## config.mk

```make
export PLATFORM = sky130hd
export DESIGN_NAME = reset_sequencer_flat
export DESIGN_NICKNAME = d
export VERILOG_FILES = /design/src/rtl/reset_sequencer_if.sv /design/src/rtl/reset_sequencer.sv /design/src/flat_wrapper.sv
export SDC_FILE = /design/constraint.sdc
export NUM_CORES = 1
export LEC_CHECK = 0
export CAP_MARGIN = 20
export CORE_MARGIN = 4
export CORE_UTILIZATION = 40
export CTS_CLUSTER_SIZE = 28
export DETAILED_ROUTE_END_ITERATION = 7
export PLACE_DENSITY = 0.69
export SETUP_SLACK_MARGIN = 0.4
export SLEW_MARGIN = 40
export SYNTH_ARGS = -nofsm -noshare
export SYNTH_HDL_FRONTEND = slang
export SYNTH_SLANG_ARGS = --single-unit
export TNS_END_PERCENT = 20
```

## constraint.sdc

```tcl
create_clock -name clk_i -period 2.1 [get_ports clk_i]
set_input_delay 0.315 -clock clk_i [delete_from_list [all_inputs] [get_ports clk_i]]
set_output_delay 0.315 -clock clk_i [all_outputs]
set_load 0.02 [all_outputs]
```

## src/rtl/reset_sequencer_if.sv

```systemverilog
// Interface bundling the soft-reset handshake and the domain reset outputs of
// the reset sequencer. The sequencer uses the slave side; requesters and the
// consumers of the domain resets use the master side.
interface reset_sequencer_if #(
  parameter int STAGES = 3,
  parameter int NREQ   = 2
);

  logic [NREQ-1:0]   sreq_i;
  logic [NREQ-1:0]   sack_o;
  logic [STAGES-1:0] nreset_o;
  logic              ready_o;

  modport master (
    output sreq_i,
    input  sack_o,
    input  nreset_o,
    input  ready_o
  );

  modport slave (
    input  sreq_i,
    output sack_o,
    output nreset_o,
    output ready_o
  );

endinterface

```

## src/rtl/reset_sequencer.sv

```systemverilog
// Staged reset controller. Holds every domain in reset for a while after the
// board reset, then releases the domains one at a time, lowest index first.
// Soft-reset requests seen while idle are merged into one shared re-sequence
// and acknowledged together once all domains are released again.
module reset_sequencer #(
  parameter int STAGES      = 3,
  parameter int HOLD_CYCLES = 32,
  parameter int STAGE_GAP   = 16,
  parameter int NREQ        = 2
) (
  input  logic               clk_i,
  input  logic               reset_i,
  reset_sequencer_if.slave   bus
);

  localparam int MAX_CYCLES = (HOLD_CYCLES > STAGE_GAP) ? HOLD_CYCLES : STAGE_GAP;
  localparam int CW         = $clog2(MAX_CYCLES) + 1;
  localparam int SW         = (STAGES > 1) ? $clog2(STAGES) : 1;

  localparam logic [CW-1:0]     HOLD_LOAD = CW'(HOLD_CYCLES - 1);
  localparam logic [CW-1:0]     GAP_LOAD  = CW'(STAGE_GAP - 1);
  localparam logic [SW-1:0]     LAST_STG  = SW'(STAGES - 1);
  localparam logic [STAGES-1:0] FIRST_STG = STAGES'(1);

  typedef enum logic [1:0] {
    ST_HOLD,
    ST_RELEASE,
    ST_DONE,
    ST_RUN
  } state_t;

  logic [1:0]        sync_q, sync_d;
  logic              rst_s;

  state_t            state_q, state_d;
  logic [CW-1:0]     cnt_q, cnt_d;
  logic [SW-1:0]     stg_q, stg_d;
  logic [NREQ-1:0]   cap_q, cap_d;
  logic [STAGES-1:0] nreset_q, nreset_d;
  logic              ready_q, ready_d;
  logic [NREQ-1:0]   sack_q, sack_d;
  logic              fresh_q, fresh_d;

  // Two-flop synchronizer: assertion of reset_i is immediate, release is
  // retimed so the FSM only starts on a clean clock boundary.
  always_comb begin
    sync_d = {sync_q[0], 1'b1};
  end

  // Synchronizer register, cleared asynchronously by the board reset.
  always_ff @(posedge clk_i or negedge reset_i) begin
    if (!reset_i) begin
      sync_q <= '0;
    end else begin
      sync_q <= sync_d;
    end
  end

  assign rst_s = sync_q[1];

  // Next-state logic; nothing advances until the synchronized reset is high.
  // fresh marks the first RUN cycle after DONE, in which requesters are still
  // seeing their ack and have not yet dropped their request.
  always_comb begin
    state_d  = state_q;
    cnt_d    = cnt_q;
    stg_d    = stg_q;
    cap_d    = cap_q;
    nreset_d = nreset_q;
    ready_d  = ready_q;
    sack_d   = '0;
    fresh_d  = 1'b0;

    if (rst_s) begin
      unique case (state_q)
        ST_HOLD: begin
          nreset_d = '0;
          ready_d  = 1'b0;
          if (cnt_q == '0) begin
            nreset_d = FIRST_STG;
            cnt_d    = GAP_LOAD;
            stg_d    = SW'(1);
            state_d  = (STAGES == 1) ? ST_DONE : ST_RELEASE;
          end else begin
            cnt_d = cnt_q - CW'(1);
          end
        end

        ST_RELEASE: begin
          if (cnt_q == '0) begin
            nreset_d = nreset_q | (FIRST_STG << stg_q);
            if (stg_q == LAST_STG) begin
              state_d = ST_DONE;
            end else begin
              stg_d = stg_q + SW'(1);
              cnt_d = GAP_LOAD;
            end
          end else begin
            cnt_d = cnt_q - CW'(1);
          end
        end

        ST_DONE: begin
          ready_d = 1'b1;
          sack_d  = cap_q;
          cap_d   = '0;
          fresh_d = 1'b1;
          state_d = ST_RUN;
        end

        ST_RUN: begin
          ready_d = 1'b1;
          if (!fresh_q && (|bus.sreq_i)) begin
            cap_d    = bus.sreq_i;
            nreset_d = '0;
            ready_d  = 1'b0;
            cnt_d    = HOLD_LOAD;
            state_d  = ST_HOLD;
          end
        end
      endcase
    end
  end

  // State and output registers; the board reset drops every output at once.
  always_ff @(posedge clk_i or negedge reset_i) begin
    if (!reset_i) begin
      state_q  <= ST_HOLD;
      cnt_q    <= HOLD_LOAD;
      stg_q    <= '0;
      cap_q    <= '0;
      nreset_q <= '0;
      ready_q  <= 1'b0;
      sack_q   <= '0;
      fresh_q  <= 1'b0;
    end else begin
      state_q  <= state_d;
      cnt_q    <= cnt_d;
      stg_q    <= stg_d;
      cap_q    <= cap_d;
      nreset_q <= nreset_d;
      ready_q  <= ready_d;
      sack_q   <= sack_d;
      fresh_q  <= fresh_d;
    end
  end

  assign bus.nreset_o = nreset_q;
  assign bus.ready_o  = ready_q;
  assign bus.sack_o   = sack_q;

endmodule

```

## src/flat_wrapper.sv

```systemverilog
// flat-port wrapper written by rule: the top's interface ports become plain ports
module reset_sequencer_flat 
#(
  parameter int STAGES      = 3,
  parameter int HOLD_CYCLES = 32,
  parameter int STAGE_GAP   = 16,
  parameter int NREQ        = 2
)
  (clk_i, reset_i, bus_sreq_i, bus_sack_o, bus_nreset_o, bus_ready_o);
  reset_sequencer_if #(.STAGES(STAGES), .NREQ(NREQ)) bus_i ();
  input  logic clk_i;
  input  logic reset_i;
  input wire logic [$bits(bus_i.sreq_i)-1:0] bus_sreq_i;
  output wire logic [$bits(bus_i.sack_o)-1:0] bus_sack_o;
  output wire logic [$bits(bus_i.nreset_o)-1:0] bus_nreset_o;
  output wire logic [$bits(bus_i.ready_o)-1:0] bus_ready_o;
  assign bus_i.sreq_i = bus_sreq_i;
  assign bus_sack_o = bus_i.sack_o;
  assign bus_nreset_o = bus_i.nreset_o;
  assign bus_ready_o = bus_i.ready_o;
  reset_sequencer #(.STAGES(STAGES), .HOLD_CYCLES(HOLD_CYCLES), .STAGE_GAP(STAGE_GAP), .NREQ(NREQ)) u_core (.clk_i(clk_i), .reset_i(reset_i), .bus(bus_i));
endmodule
```

==> impl_results.md <==
- RSZ-0062 raised after global routing: yes
- CP Cell Sequence: inv_2 > ha_2 > nor3b_4 > and2_4 > nand3_4 > mux2_4
- Drt drc: 0
- CP max stage delay: a little under 0.4 ns
- Number of routed nets with antenna violations: 0
- Via-per-instance ratio: ~5.3
- Drt first pass iters: 4
- Initial Util: 41.6%
- Io pins: 10
- Layout fillers: 226
- Slew Viols, Final: 0
- WP buf/inv: 1
- Status: finished, final reports clean
- Final WL: about 2.4 mm
- Final hold vios: 0
- Fmax: 589 MHz
- Total core area: roughly 0.0028 mm²
- Critical Path RT: 2.31 ns
- Vias in the first global route: 825
- Critical path class: flop to flop
- CP delay by family, top: simple AND/OR/NAND/NOR gates
- CTS Sinks: 21
- Post-detail-place hpwl: roughly 1.5 mm
- GP Congestion: 0.769
- R2R cell count: 6
- Clock slew seen by the registers of the worst setup and hold paths: 0.12 ns
- Synthesized cell area: about 0.0011 mm²
- Area growth, synth to finish: 30.0%
- Arr. time, crit path: 1.91 ns
- VDD IR max: 0.726 mV
- Die Width: roughly 60 µm
- Syn nets: 118
- Critical Path End Type: flop
- Antenna violations before repair: 0
- Post-route minimum period: around 1.7 ns
- Port bufs: 9
- First-pass GRT wire length: about 3.7 mm
- Wire per inst: 14.9 µm
- Crit share post-route: between 80% and 90%
- YS warnings: 0
- Setup TNS: 0 ns
- #FFs+latches synth: 21
- Via Count: 860
- Power density cells: 1310 mW/mm²
- R2R Path End: u_core.stg_q[0]
- Root buffer cell: clkbuf_4
- Skew final: 0.0111 ns
- Async SR Flop Fraction: 100%
- H-tree levels: 1
- Pleak: around 0.66 nW
- CP Launch Type: flop
- Die ar.: 0.00379 mm²
- Clk buf depth: 2
- Num CTS Buffers: 3
- Cts-stage hold buffer count: 0
- Clk_lat worst skew: 0.31 ns
- Worst-path cell with the longest stage delay: dfstp_2
- GRT Util Overall: 13.6%
- Die height: 61.6 µm
- Max-Cap Viols: 0
- Worst-path maximum fanout: 7
- Seq. cell area: around 530 µm²
- Number of synthesized flops with an enable pin: 0
- Final nets: between 100 and 150
- Sequential fraction of the synthesis area: 46.3%
- Main synth FF type: dfrtp_1
- Area of the multi-input gates: around 640 µm²
- Largest net degree at the start of global routing: 22
- Antenna diodes: 0
- Mean Syn Cell Area: 11.0 µm²
- Cell variety after synth: 40
- Crit Reg-Reg Startpoint: u_core.cnt_q[1]
- Endpoints failing setup: 0
- Cells after synthesis: 104
- Gr ovfl total: 0
- Share of layout cells above drive strength 1: 37.4%
- Hold Slack: 0.337 ns
- Min-Delay Path Class: input port to asynchronous set/reset pin
- TritonCTS clock tree: done
- DR iter-0 viols: 29
- Cell Rows: 19
- Crit. path cell count: 6
- Reg-to-reg slack, setup: between 0.4 and 0.5 ns
-- cell type report --
cell class | count | share of cell area, %
clock buffer | 3 | 1.51
clock inverter | 1 | 0.336
inverter | 9 | 2.52
multi-input combinational | 72 | 43.0
sequential | 21 | 35.7
tap | 31 | 2.60
timing repair buffer | 25 | 14.3
-- power by group --
group | internal (mW) | leakage, nW | switching, mW
clock | 0.0712 | 0.0177 | 0.127
combinational | 0.532 | 0.382 | 0.534
sequential | 0.565 | 0.256 | 0.118
total | 1.17 | 0.656 | 0.778
-- sequential cells by signal (all words and copies together) (netlist names) --
| signal | count |
|---|---|
| u_core.bus.sack_o | 2 |
| u_core.bus.ready_o | 1 |
| u_core.stg_q | 2 |
| u_core.cap_q | 2 |
| u_core.state_q | 2 |
| u_core.cnt_q | 6 |
| u_core.bus.nreset_o | 3 |
| u_core.fresh_q | 1 |
| u_core.sync_q | 2 |
-- kinds of logic (layout without fill, tap and decap cells) --
group	count (synthesis)	count (layout)	share of synthesized area, %
AND/OR/NAND/NOR	32	32	15.4
flip-flops	21	21	46.3
AO/OA/AOI/OAI	24	24	17.9
buffers and inverters	11	38	4.25
other	1	1	0.327
multiplexers	5	5	4.91
adder cells (fa/ha/maj)	10	10	10.9
-- cells in the mapped netlist (2+ instances only) --
| master | n | area, µm² |
|---|---|---|
| mux2i_1 | 3 | 30.0 |
| and3_1 | 2 | 12.5 |
| and2_1 | 2 | 12.5 |
| a31oi_1 | 4 | 25.0 |
| inv_1 | 9 | 33.8 |
| nand3_1 | 4 | 20.0 |
| a32o_1 | 2 | 20.0 |
| ha_1 | 10 | 125 |
| nor2_1 | 8 | 30.0 |
| a2bb2oi_1 | 2 | 17.5 |
| dfstp_2 | 5 | 131 |
| nand2_1 | 6 | 22.5 |
| a21boi_2 | 2 | 22.5 |
| dfrtp_1 | 16 | 400 |
| o21ai_0 | 4 | 20.0 |
-- layer usage --
layer	GRT usage, %	up-vias	part of all wire [%]
met5	0	-	0
met3	3.77	2	3.7
met1	16.8	423	42
met4	2.73	0	0.79
met2	23.6	17	54
li1	-	418	-
-- placed cells by master, fill, tap and decap left out, types with 3 or more instances in the layout --
| cell | synthesis | routed |
|---|---|---|
| ha_1 | 10 | 6 |
| dfrtp_1 | 16 | 15 |
| mux2i_1 | 3 | 3 |
| o21ai_0 | 4 | 3 |
| clkbuf_4 | 0 | 3 |
| buf_4 | 0 | 15 |
| nand3_1 | 4 | 3 |
| nand2_1 | 6 | 6 |
| a31oi_1 | 4 | 3 |
| inv_2 | 0 | 4 |
| inv_1 | 9 | 4 |
| clkdlybuf4s50_1 | 0 | 9 |
| dfstp_2 | 5 | 5 |
| nor2_1 | 8 | 8 |
| a21boi_2 | 2 | 3 |
-- timing repair --
item | CTS | global route
gates resized for setup | 6 | 17
setup endpoints to repair | 13 | 11
setup buffers | 3 | 11
pin swaps | 1 | 6
gates cloned | 0 | 0
-- how the worst max path moves through the flow --
stage / from / to / slack, ns
2_1_floorplan: u_core.cnt_q[0] / u_core.stg_q[0] / 0.41
3_3_place_gp: bus_sreq_i[1] / u_core.state_q[1] / 0.21
3_5_place_dp: bus_sreq_i[1] / u_core.state_q[1] / 0.16
4_1_cts: u_core.cnt_q[1] / u_core.cnt_q[1] / 0.38
5_1_grt: u_core.state_q[1] / u_core.state_q[1] / 0.33
6_report: u_core.cnt_q[1] / u_core.stg_q[0] / 0.40
-- metrics by stage --
stage | setup slack (ns) | utilization [%] | instances | cell area [µm²] | power [mW]
2_1_floorplan | 0.410 | - | 104 | 1150 | 1.22
3_3_place_gp | 0.209 | 46.3 | 144 | 1280 | 1.39
3_5_place_dp | 0.159 | 46.3 | 144 | 1280 | 1.43
4_1_cts | 0.376 | 49.1 | 151 | 1350 | 1.70
5_1_grt | 0.333 | 54.1 | 162 | 1490 | 2.11
6_report | 0.403 | 54.1 | 162 | 1490 | 1.95
No activity file was read; power rests on OpenSTA's default activity.
